File: src/rtl/uart_pkg.sv
// Shared UART definitions used by the transmit and receive paths.
//   rx_state_e  : receive framer states
//   PARITY_*    : parity-select encodings (1 = odd, 0 = even)
//   calc_parity : parity bit a transmitter sends for a word; data is
//                 zero-extended to 9 bits, which leaves the XOR unchanged.
package uart_pkg;

  typedef enum logic [2:0] {
    ST_IDLE,
    ST_START,
    ST_DATA,
    ST_PARITY,
    ST_STOP,
    ST_BRK_WAIT
  } rx_state_e;

  localparam logic PARITY_ODD  = 1'b1;
  localparam logic PARITY_EVEN = 1'b0;

  // Returns the bit that makes ^{pbit, data} equal to sel.
  function automatic logic calc_parity(input logic [8:0] data, input logic sel);
    return (^data) ^ sel;
  endfunction

endpackage

File: src/rtl/uart_sync2.sv
// Two-flop synchroniser for an asynchronous single-bit input.
//   clk_i : sampling clock
//   rst_i : synchronous active-high reset, both flops load RST_VAL
//   d_i   : asynchronous input
//   q_o   : synchronised output (2 clock latency)
module uart_sync2 #(
  parameter logic RST_VAL = 1'b1
) (
  input  logic clk_i,
  input  logic rst_i,
  input  logic d_i,
  output logic q_o
);

  logic meta_q;
  logic sync_q;

  always_ff @(posedge clk_i) begin
    if (rst_i) begin
      meta_q <= RST_VAL;
      sync_q <= RST_VAL;
    end else begin
      meta_q <= d_i;
      sync_q <= meta_q;
    end
  end

  assign q_o = sync_q;

endmodule

File: src/rtl/uart_rx_frame.sv
// UART receive framer: 16x (OVS) oversampled start/data/parity/stop
// recovery with a single-word holding register.
//   HCLK, HRESET          : clock, synchronous active-high reset
//   BAUDTICK              : OVS pulses per bit period
//   RXD                   : asynchronous serial input, idle high
//   PARITYEN, PARITYSEL   : parity enable / odd(1) even(0), latched per frame
//   RX_ACK                : consumer pops the held word
//   RX_DATA, RX_VALID     : held word and its valid flag
//   PARITY_ERR, FRAME_ERR : error flags of the held word
//   OVERRUN               : a frame was dropped because the word was not popped
//   RX_BUSY               : framer not idle
//
// state     | meaning
// ----------+-------------------------------------------------
// IDLE      | waiting for a 1->0 edge on the synchronised line
// START     | counting to mid start bit, rejects glitches
// DATA      | sampling DWIDTH data bits, LSB first
// PARITY    | sampling the parity bit
// STOP      | sampling the stop bit, completing the frame
// BRK_WAIT  | line held low after a bad stop bit, wait for idle
module uart_rx_frame
  import uart_pkg::*;
#(
  parameter int DWIDTH = 8,
  parameter int OVS    = 16
) (
  input  logic              HCLK,
  input  logic              HRESET,
  input  logic              BAUDTICK,
  input  logic              RXD,
  input  logic              PARITYEN,
  input  logic              PARITYSEL,
  input  logic              RX_ACK,
  output logic [DWIDTH-1:0] RX_DATA,
  output logic              RX_VALID,
  output logic              PARITY_ERR,
  output logic              FRAME_ERR,
  output logic              OVERRUN,
  output logic              RX_BUSY
);

  localparam int CW = $clog2(OVS);
  localparam int IW = $clog2(DWIDTH);
  localparam logic [CW-1:0] CNT_FULL = CW'(OVS - 1);
  localparam logic [CW-1:0] CNT_HALF = CW'(OVS / 2 - 1);
  localparam logic [IW-1:0] BIT_LAST = IW'(DWIDTH - 1);

  logic rxd_s;

  rx_state_e         state_q, state_d;
  logic [CW-1:0]     cnt_q, cnt_d;
  logic [IW-1:0]     bit_q, bit_d;
  logic [DWIDTH-1:0] shift_q, shift_d;
  logic              pen_q, pen_d;
  logic              psel_q, psel_d;
  logic              fperr_q, fperr_d;
  logic              rxd_prev_q;
  logic [DWIDTH-1:0] data_q, data_d;
  logic              valid_q, valid_d;
  logic              perr_q, perr_d;
  logic              ferr_q, ferr_d;
  logic              ovr_q, ovr_d;
  logic              at_half, at_full;

  uart_sync2 #(.RST_VAL(1'b1)) u_sync_rxd (
    .clk_i (HCLK),
    .rst_i (HRESET),
    .d_i   (RXD),
    .q_o   (rxd_s)
  );

  assign at_half = BAUDTICK && (cnt_q == CNT_HALF);
  assign at_full = BAUDTICK && (cnt_q == CNT_FULL);

  always_comb begin
    state_d = state_q;
    cnt_d   = cnt_q;
    bit_d   = bit_q;
    shift_d = shift_q;
    pen_d   = pen_q;
    psel_d  = psel_q;
    fperr_d = fperr_q;
    data_d  = data_q;
    valid_d = valid_q;
    perr_d  = perr_q;
    ferr_d  = ferr_q;
    ovr_d   = ovr_q;

    if (RX_ACK && valid_q) begin
      valid_d = 1'b0;
      perr_d  = 1'b0;
      ferr_d  = 1'b0;
      ovr_d   = 1'b0;
    end

    if (BAUDTICK && (state_q != ST_IDLE) && (state_q != ST_BRK_WAIT)) begin
      cnt_d = (cnt_q == CNT_FULL) ? '0 : cnt_q + 1'b1;
    end

    unique case (state_q)
      ST_IDLE: begin
        if (rxd_prev_q && !rxd_s) begin
          state_d = ST_START;
          cnt_d   = '0;
        end
      end
      ST_START: begin
        if (at_half) begin
          // Restart the count at mid start bit so every later wrap lands mid-bit.
          cnt_d = '0;
          if (!rxd_s) begin
            pen_d   = PARITYEN;
            psel_d  = PARITYSEL;
            fperr_d = 1'b0;
            bit_d   = '0;
            state_d = ST_DATA;
          end else begin
            state_d = ST_IDLE;
          end
        end
      end
      ST_DATA: begin
        if (at_full) begin
          shift_d[bit_q] = rxd_s;
          if (bit_q == BIT_LAST) begin
            bit_d   = '0;
            state_d = pen_q ? ST_PARITY : ST_STOP;
          end else begin
            bit_d = bit_q + 1'b1;
          end
        end
      end
      ST_PARITY: begin
        if (at_full) begin
          fperr_d = (rxd_s != calc_parity(9'(shift_q), psel_q));
          state_d = ST_STOP;
        end
      end
      ST_STOP: begin
        if (at_full) begin
          // An ack in the completion cycle frees the holding register in time.
          if (!valid_q || RX_ACK) begin
            data_d  = shift_q;
            perr_d  = fperr_q;
            ferr_d  = !rxd_s;
            valid_d = 1'b1;
            ovr_d   = 1'b0;
          end else begin
            ovr_d = 1'b1;
          end
          state_d = rxd_s ? ST_IDLE : ST_BRK_WAIT;
        end
      end
      ST_BRK_WAIT: begin
        if (rxd_s) state_d = ST_IDLE;
      end
      default: state_d = ST_IDLE;
    endcase
  end

  always_ff @(posedge HCLK) begin
    if (HRESET) begin
      state_q    <= ST_IDLE;
      cnt_q      <= '0;
      bit_q      <= '0;
      shift_q    <= '0;
      pen_q      <= 1'b0;
      psel_q     <= 1'b0;
      fperr_q    <= 1'b0;
      rxd_prev_q <= 1'b1;
      data_q     <= '0;
      valid_q    <= 1'b0;
      perr_q     <= 1'b0;
      ferr_q     <= 1'b0;
      ovr_q      <= 1'b0;
    end else begin
      state_q    <= state_d;
      cnt_q      <= cnt_d;
      bit_q      <= bit_d;
      shift_q    <= shift_d;
      pen_q      <= pen_d;
      psel_q     <= psel_d;
      fperr_q    <= fperr_d;
      rxd_prev_q <= rxd_s;
      data_q     <= data_d;
      valid_q    <= valid_d;
      perr_q     <= perr_d;
      ferr_q     <= ferr_d;
      ovr_q      <= ovr_d;
    end
  end

  assign RX_DATA    = data_q;
  assign RX_VALID   = valid_q;
  assign PARITY_ERR = perr_q;
  assign FRAME_ERR  = ferr_q;
  assign OVERRUN    = ovr_q;
  assign RX_BUSY    = (state_q != ST_IDLE);

endmodule
File: config.mk
export PLATFORM = sky130hd
export DESIGN_NAME = uart_rx_frame
export DESIGN_NICKNAME = d
export VERILOG_FILES = /design/src/rtl/uart_pkg.sv /design/src/rtl/uart_sync2.sv /design/src/rtl/uart_rx_frame.sv
export SDC_FILE = /design/constraint.sdc
export NUM_CORES = 1
export LEC_CHECK = 0
export ABC_AREA = 1
export BUFFER_PORTS_ARGS = -buffer_cell sky130_fd_sc_hd__buf_2
export CAP_MARGIN = 30
export CORE_MARGIN = 3
export CORE_UTILIZATION = 50
export CTS_CLUSTER_SIZE = 28
export DETAILED_ROUTE_END_ITERATION = 10
export GPL_TIMING_DRIVEN = 0
export PLACE_DENSITY = 0.71
export SLEW_MARGIN = 10
export SYNTH_ARGS = -nofsm -noshare
export SYNTH_HDL_FRONTEND = slang
export SYNTH_SLANG_ARGS = --single-unit
File: constraint.sdc
create_clock -name HCLK -period 1.85 [get_ports HCLK]
set_input_delay 0.185 -clock HCLK [delete_from_list [all_inputs] [get_ports HCLK]]
set_output_delay 0.185 -clock HCLK [all_outputs]
set_load 0.005 [all_outputs]
==> impl_metrics.prom <==
# TYPE chip_impl_metric gauge
chip_impl_metric{name="arrival",unit="ns"} 1.83
chip_impl_metric{name="total_area_of_sequential_cells",unit="um^2"} 721
chip_impl_metric{name="dieHeight",unit="um"} 67.9
chip_impl_metric{name="yosysSeqAreaShare",unit="%"} 37.6
chip_impl_metric{name="cts.hold.buffers_added",unit=""} 0
chip_impl_metric{name="post-route-worst-setup-slack",unit="ns"} 0.243
chip_impl_metric{name="layout-area-overhead-vs-synth",unit="%"} 12.9
chip_impl_metric{name="pre_cts_slack",unit="ns"} 0.260
chip_impl_metric{name="number_of_instances_resized_during_post_cts_repair",unit=""} 0
chip_impl_metric{name="compound_gate_portion_of_the_synthesized_area",unit="%"} 14.1
chip_impl_metric{name="post_synthesis_mean_instance_area",unit="um^2"} 7.25
chip_impl_metric{name="ys_types",unit=""} 35
chip_impl_metric{name="global_route_total_overflow",unit=""} 0
chip_impl_metric{name="clk_pin_slew_worst_paths",unit="ns"} 0.07
chip_impl_info{name="synth_top_family_by_area",value="simple AND/OR/NAND/NOR gates"} 1
chip_impl_metric{name="post-dp-hpwl",unit="um"} 2960
chip_impl_metric{name="synth_seq_cells",unit=""} 36
chip_impl_info{name="synth_top_cells_by_count",value="sky130_fd_sc_hd__nand2_1, sky130_fd_sc_hd__dfxtp_1, sky130_fd_sc_hd__inv_1"} 1
chip_impl_metric{name="row_count",unit=""} 21
chip_impl_metric{name="detail_route.first_pass.iterations",unit=""} 4
chip_impl_metric{name="total_via_count_after_detailed_routing",unit=""} 1659
chip_impl_info{name="worst_hold_path_type",value="input pin to flip-flop"} 1
chip_impl_info{name="synth.largest_area_cell",value="sky130_fd_sc_hd__dfxtp_1"} 1
chip_impl_metric{name="drt_drc_violations_left",unit=""} 0
chip_impl_metric{name="synth-adder-area-share",unit="%"} 1.96
chip_impl_metric{name="via_per_inst",unit=""} 4.92
chip_impl_info{name="run_status",value="completed"} 1
chip_impl_metric{name="tritoncts.num_buffers",unit=""} 5
chip_impl_metric{name="synth.mux.area_fraction",unit="%"} 0
chip_impl_metric{name="setup_violation_total_in_the_final_timing_report",unit=""} 0
chip_impl_metric{name="filler_cell_count",unit=""} 360
chip_impl_metric{name="max-clock-path-buffers",unit=""} 2
chip_impl_metric{name="crit_path_max_incr_delay",unit="ns"} 0.38
chip_impl_metric{name="max-slew-margin-rel",unit="%"} 69.2
chip_impl_metric{name="clk_sinks",unit=""} 36
chip_impl_metric{name="clkLatencyLatePin",unit="ns"} 0.29
chip_impl_metric{name="yosys.area_share.simple",unit="%"} 35.0
chip_impl_metric{name="largest_driver_fanout_on_the_critical_path",unit=""} 10
chip_impl_metric{name="synthesis.area",unit="mm^2"} 0.00191
chip_impl_metric{name="portBuffers",unit=""} 19
chip_impl_info{name="worst_setup_path_class",value="flip-flop to flip-flop"} 1
chip_impl_metric{name="hold-path-cell-count",unit=""} 2
chip_impl_metric{name="postSynthCellCount",unit=""} 264
chip_impl_info{name="end_kind",value="flip-flop"} 1
chip_impl_metric{name="global_route.usage.total",unit="%"} 19.2
chip_impl_metric{name="num-nets-final",unit=""} 300
chip_impl_metric{name="ys_warn_count",unit=""} 0
chip_impl_metric{name="dr_iter_0_viols",unit=""} 46
chip_impl_metric{name="via_count_of_the_first_global_routing_pass",unit=""} 1447
chip_impl_info{name="source_of_the_critical_timing_path",value="cnt_q[0]$_SDFF_PP0_"} 1
chip_impl_info{name="critical_path.startpoint_type",value="flip-flop"} 1
chip_impl_metric{name="largest_net_degree_at_the_start_of_global_routing",unit=""} 12
chip_impl_metric{name="synthesis.nets",unit=""} 274
chip_impl_metric{name="final_min_period_over_clock_period",unit="%"} 86.9
chip_impl_metric{name="drv_slew",unit=""} 0
chip_impl_metric{name="floorplan.initialDensity",unit="%"} 54.4
chip_impl_info{name="synth.area.top_cells",value="sky130_fd_sc_hd__dfxtp_1, sky130_fd_sc_hd__nand2_1, sky130_fd_sc_hd__inv_1"} 1
chip_impl_metric{name="area_inside_the_core_boundary",unit="mm^2"} 0.00352
chip_impl_metric{name="highest_achievable_clock_rate",unit="GHz"} 0.622
chip_impl_metric{name="cp_num_buf_inv",unit=""} 2
chip_impl_metric{name="avgRoutedWirePerCell",unit="um"} 11.5
chip_impl_metric{name="worstSetupPathDepth",unit=""} 10
chip_impl_info{name="setup_repair_after_global_routing_missed_its_margin",value="no"} 1
chip_impl_metric{name="power_density",unit="mW/mm^2"} 1090
chip_impl_metric{name="tns",unit="ns"} 0
chip_impl_metric{name="vdd_ir_drop_max",unit="mV"} 0.659
chip_impl_metric{name="synth-xor-area-share",unit="%"} 1.37
chip_impl_metric{name="finalHoldViolCount",unit=""} 0
chip_impl_metric{name="cts_setup_buffers",unit=""} 0
chip_impl_info{name="crit_family",value="simple AND/OR/NAND/NOR gates"} 1
chip_impl_info{name="crit_path_top_delay_cell",value="sky130_fd_sc_hd__dfxtp_1"} 1
chip_impl_metric{name="top_level_pins",unit=""} 20
chip_impl_metric{name="final_layout_size_suffix_gt1_share",unit="%"} 21.6
chip_impl_metric{name="async_flop_share",unit="%"} 0
chip_impl_metric{name="cellLeakagePower",unit="uW"} 0.000981
chip_impl_metric{name="diodes_inserted",unit=""} 0
chip_impl_info{name="cts_root_buf",value="sky130_fd_sc_hd__clkbuf_8"} 1
chip_impl_metric{name="cts_htree_levels",unit=""} 2
chip_impl_metric{name="wire_length_of_the_first_global_routing_pass",unit="um"} 6570
chip_impl_metric{name="postRouteAntennaNets",unit=""} 0
chip_impl_metric{name="worstPathRequired",unit="ns"} 2.07
chip_impl_metric{name="die_width",unit="um"} 67.9
chip_impl_metric{name="antenna_violations_before_repair",unit=""} 0
chip_impl_metric{name="synth_enable_flop_cells",unit=""} 0
chip_impl_metric{name="final_core_utilization",unit="%"} 61.4
chip_impl_metric{name="dieArea",unit="mm^2"} 0.00461
chip_impl_metric{name="min_period",unit="ns"} 1.61
chip_impl_metric{name="synthDominantCellAreaShare",unit="%"} 37.6
chip_impl_metric{name="cap_viol_max_count",unit=""} 0
chip_impl_info{name="crit_chain",value="ha_1, nand2_2, nor2_4, nand2_4, nor2_4, nand2_4, inv_4, buf_8, nand2_2, a21oi_2"} 1
chip_impl_info{name="cts_tree",value="done"} 1
chip_impl_metric{name="multi_input_area",unit="mm^2"} 0.00100
chip_impl_metric{name="detail_route.wirelength",unit="um"} 3870
chip_impl_metric{name="gp_routability_congestion",unit=""} 0.780
chip_impl_info{name="holdCritStartpoint",value="RXD"} 1
chip_impl_metric{name="worstRegToRegCells",unit=""} 10
chip_impl_metric{name="timing_worst_slew_pin_value",unit="ns"} 0.462
chip_impl_info{name="ys_dominant_reg_cell",value="sky130_fd_sc_hd__dfxtp_1"} 1
chip_impl_info{name="r2r-start",value="cnt_q[0]$_SDFF_PP0_"} 1
chip_impl_info{name="most_numerous_cell_in_the_yosys_netlist",value="sky130_fd_sc_hd__nand2_1"} 1
chip_impl_metric{name="worst_clock_skew",unit="ns"} 0.00844
-- logic make-up after synthesis --
kind of cell,count (synthesis)
and+or+nand+nor,132
AOI/OAI and AO/OA,47
buffers and inverters,43
DFF,36
xor gates and xnor gates,3
adders and majority gates,3
-- area by class of cell --
| class | count | area share, % |
|---|---|---|
| inverter | 38 | 6.83 |
| clock buffer | 7 | 4.00 |
| sequential | 36 | 33.4 |
| buffer | 5 | 1.97 |
| tap | 46 | 2.66 |
| clock inverter | 1 | 0.347 |
| multi-input combinational | 185 | 46.4 |
| timing repair buffer | 19 | 4.40 |
-- worst paths after layout --
check                                 end  slack, ns
max reg2reg       RX_DATA[0]$_SDFFE_PP0P_       0.24
max               RX_DATA[0]$_SDFFE_PP0P_       0.24
min          u_sync_rxd.meta_q$_SDFF_PP1_       0.08
min reg2reg     u_sync_rxd.q_o$_SDFF_PP1_       0.41
-- cells in the final DEF (no fill, tap or decap), types with 4 or more instances in the layout --
cell	instances
sky130_fd_sc_hd__nand2_1	52
sky130_fd_sc_hd__dfxtp_1	36
sky130_fd_sc_hd__inv_1	33
sky130_fd_sc_hd__nor2_1	32
sky130_fd_sc_hd__o21ai_0	21
sky130_fd_sc_hd__buf_2	20
sky130_fd_sc_hd__nand3_1	15
sky130_fd_sc_hd__a21oi_1	15
sky130_fd_sc_hd__nand2_2	7
sky130_fd_sc_hd__nor3_1	7
sky130_fd_sc_hd__clkbuf_8	6
sky130_fd_sc_hd__nor2_4	4
-- per-stage QoR --
stage	hold WS (ns)	power, uW	instance area (um^2)	cells
3_5_place_dp	0.372	1800	2070	329
4_1_cts	0.0685	2380	2160	337
3_3_place_gp	0.370	1780	2070	329
5_1_grt	0.0745	2520	2160	337
6_report	0.0797	2360	2160	337
2_1_floorplan	0.247	1640	1910	264
-- worst register-to-register path, stage by stage (launching register included) --
cell and delay (ns):
sky130_fd_sc_hd__dfxtp_1 0.38, sky130_fd_sc_hd__ha_1 0.24, sky130_fd_sc_hd__nand2_2 0.08, sky130_fd_sc_hd__nor2_4 0.13, sky130_fd_sc_hd__nand2_4 0.10, sky130_fd_sc_hd__nor2_4 0.14, sky130_fd_sc_hd__nand2_4 0.08, sky130_fd_sc_hd__inv_4 0.09
sky130_fd_sc_hd__buf_8 0.14, sky130_fd_sc_hd__nand2_2 0.05, sky130_fd_sc_hd__a21oi_2 0.11
-- state kept, by name, indices dropped and copies added (netlist names), 3 cells and up --
register / count
RX_DATA: 8
bit_q: 3
cnt_q: 4
shift_q: 8
state_q: 3
-- power breakdown --
part	internal (uW)	total (uW)	leakage [uW]	switching, uW
combinational	329	865	0.000645	535
sequential	832	916	0.000291	83.8
clock	302	578	0.0000445	275
total	1460	2360	0.000981	894
-- layer usage --
layer	vias to the layer above	global-route usage, %	routed length [um]
met4	0	7.94	42
met5	-	0	0
met1	728	27.6	2080
met2	27	27.3	1600
met3	4	4.60	142
li1	900	-	-
No activity file was read; power rests on OpenSTA's default activity.
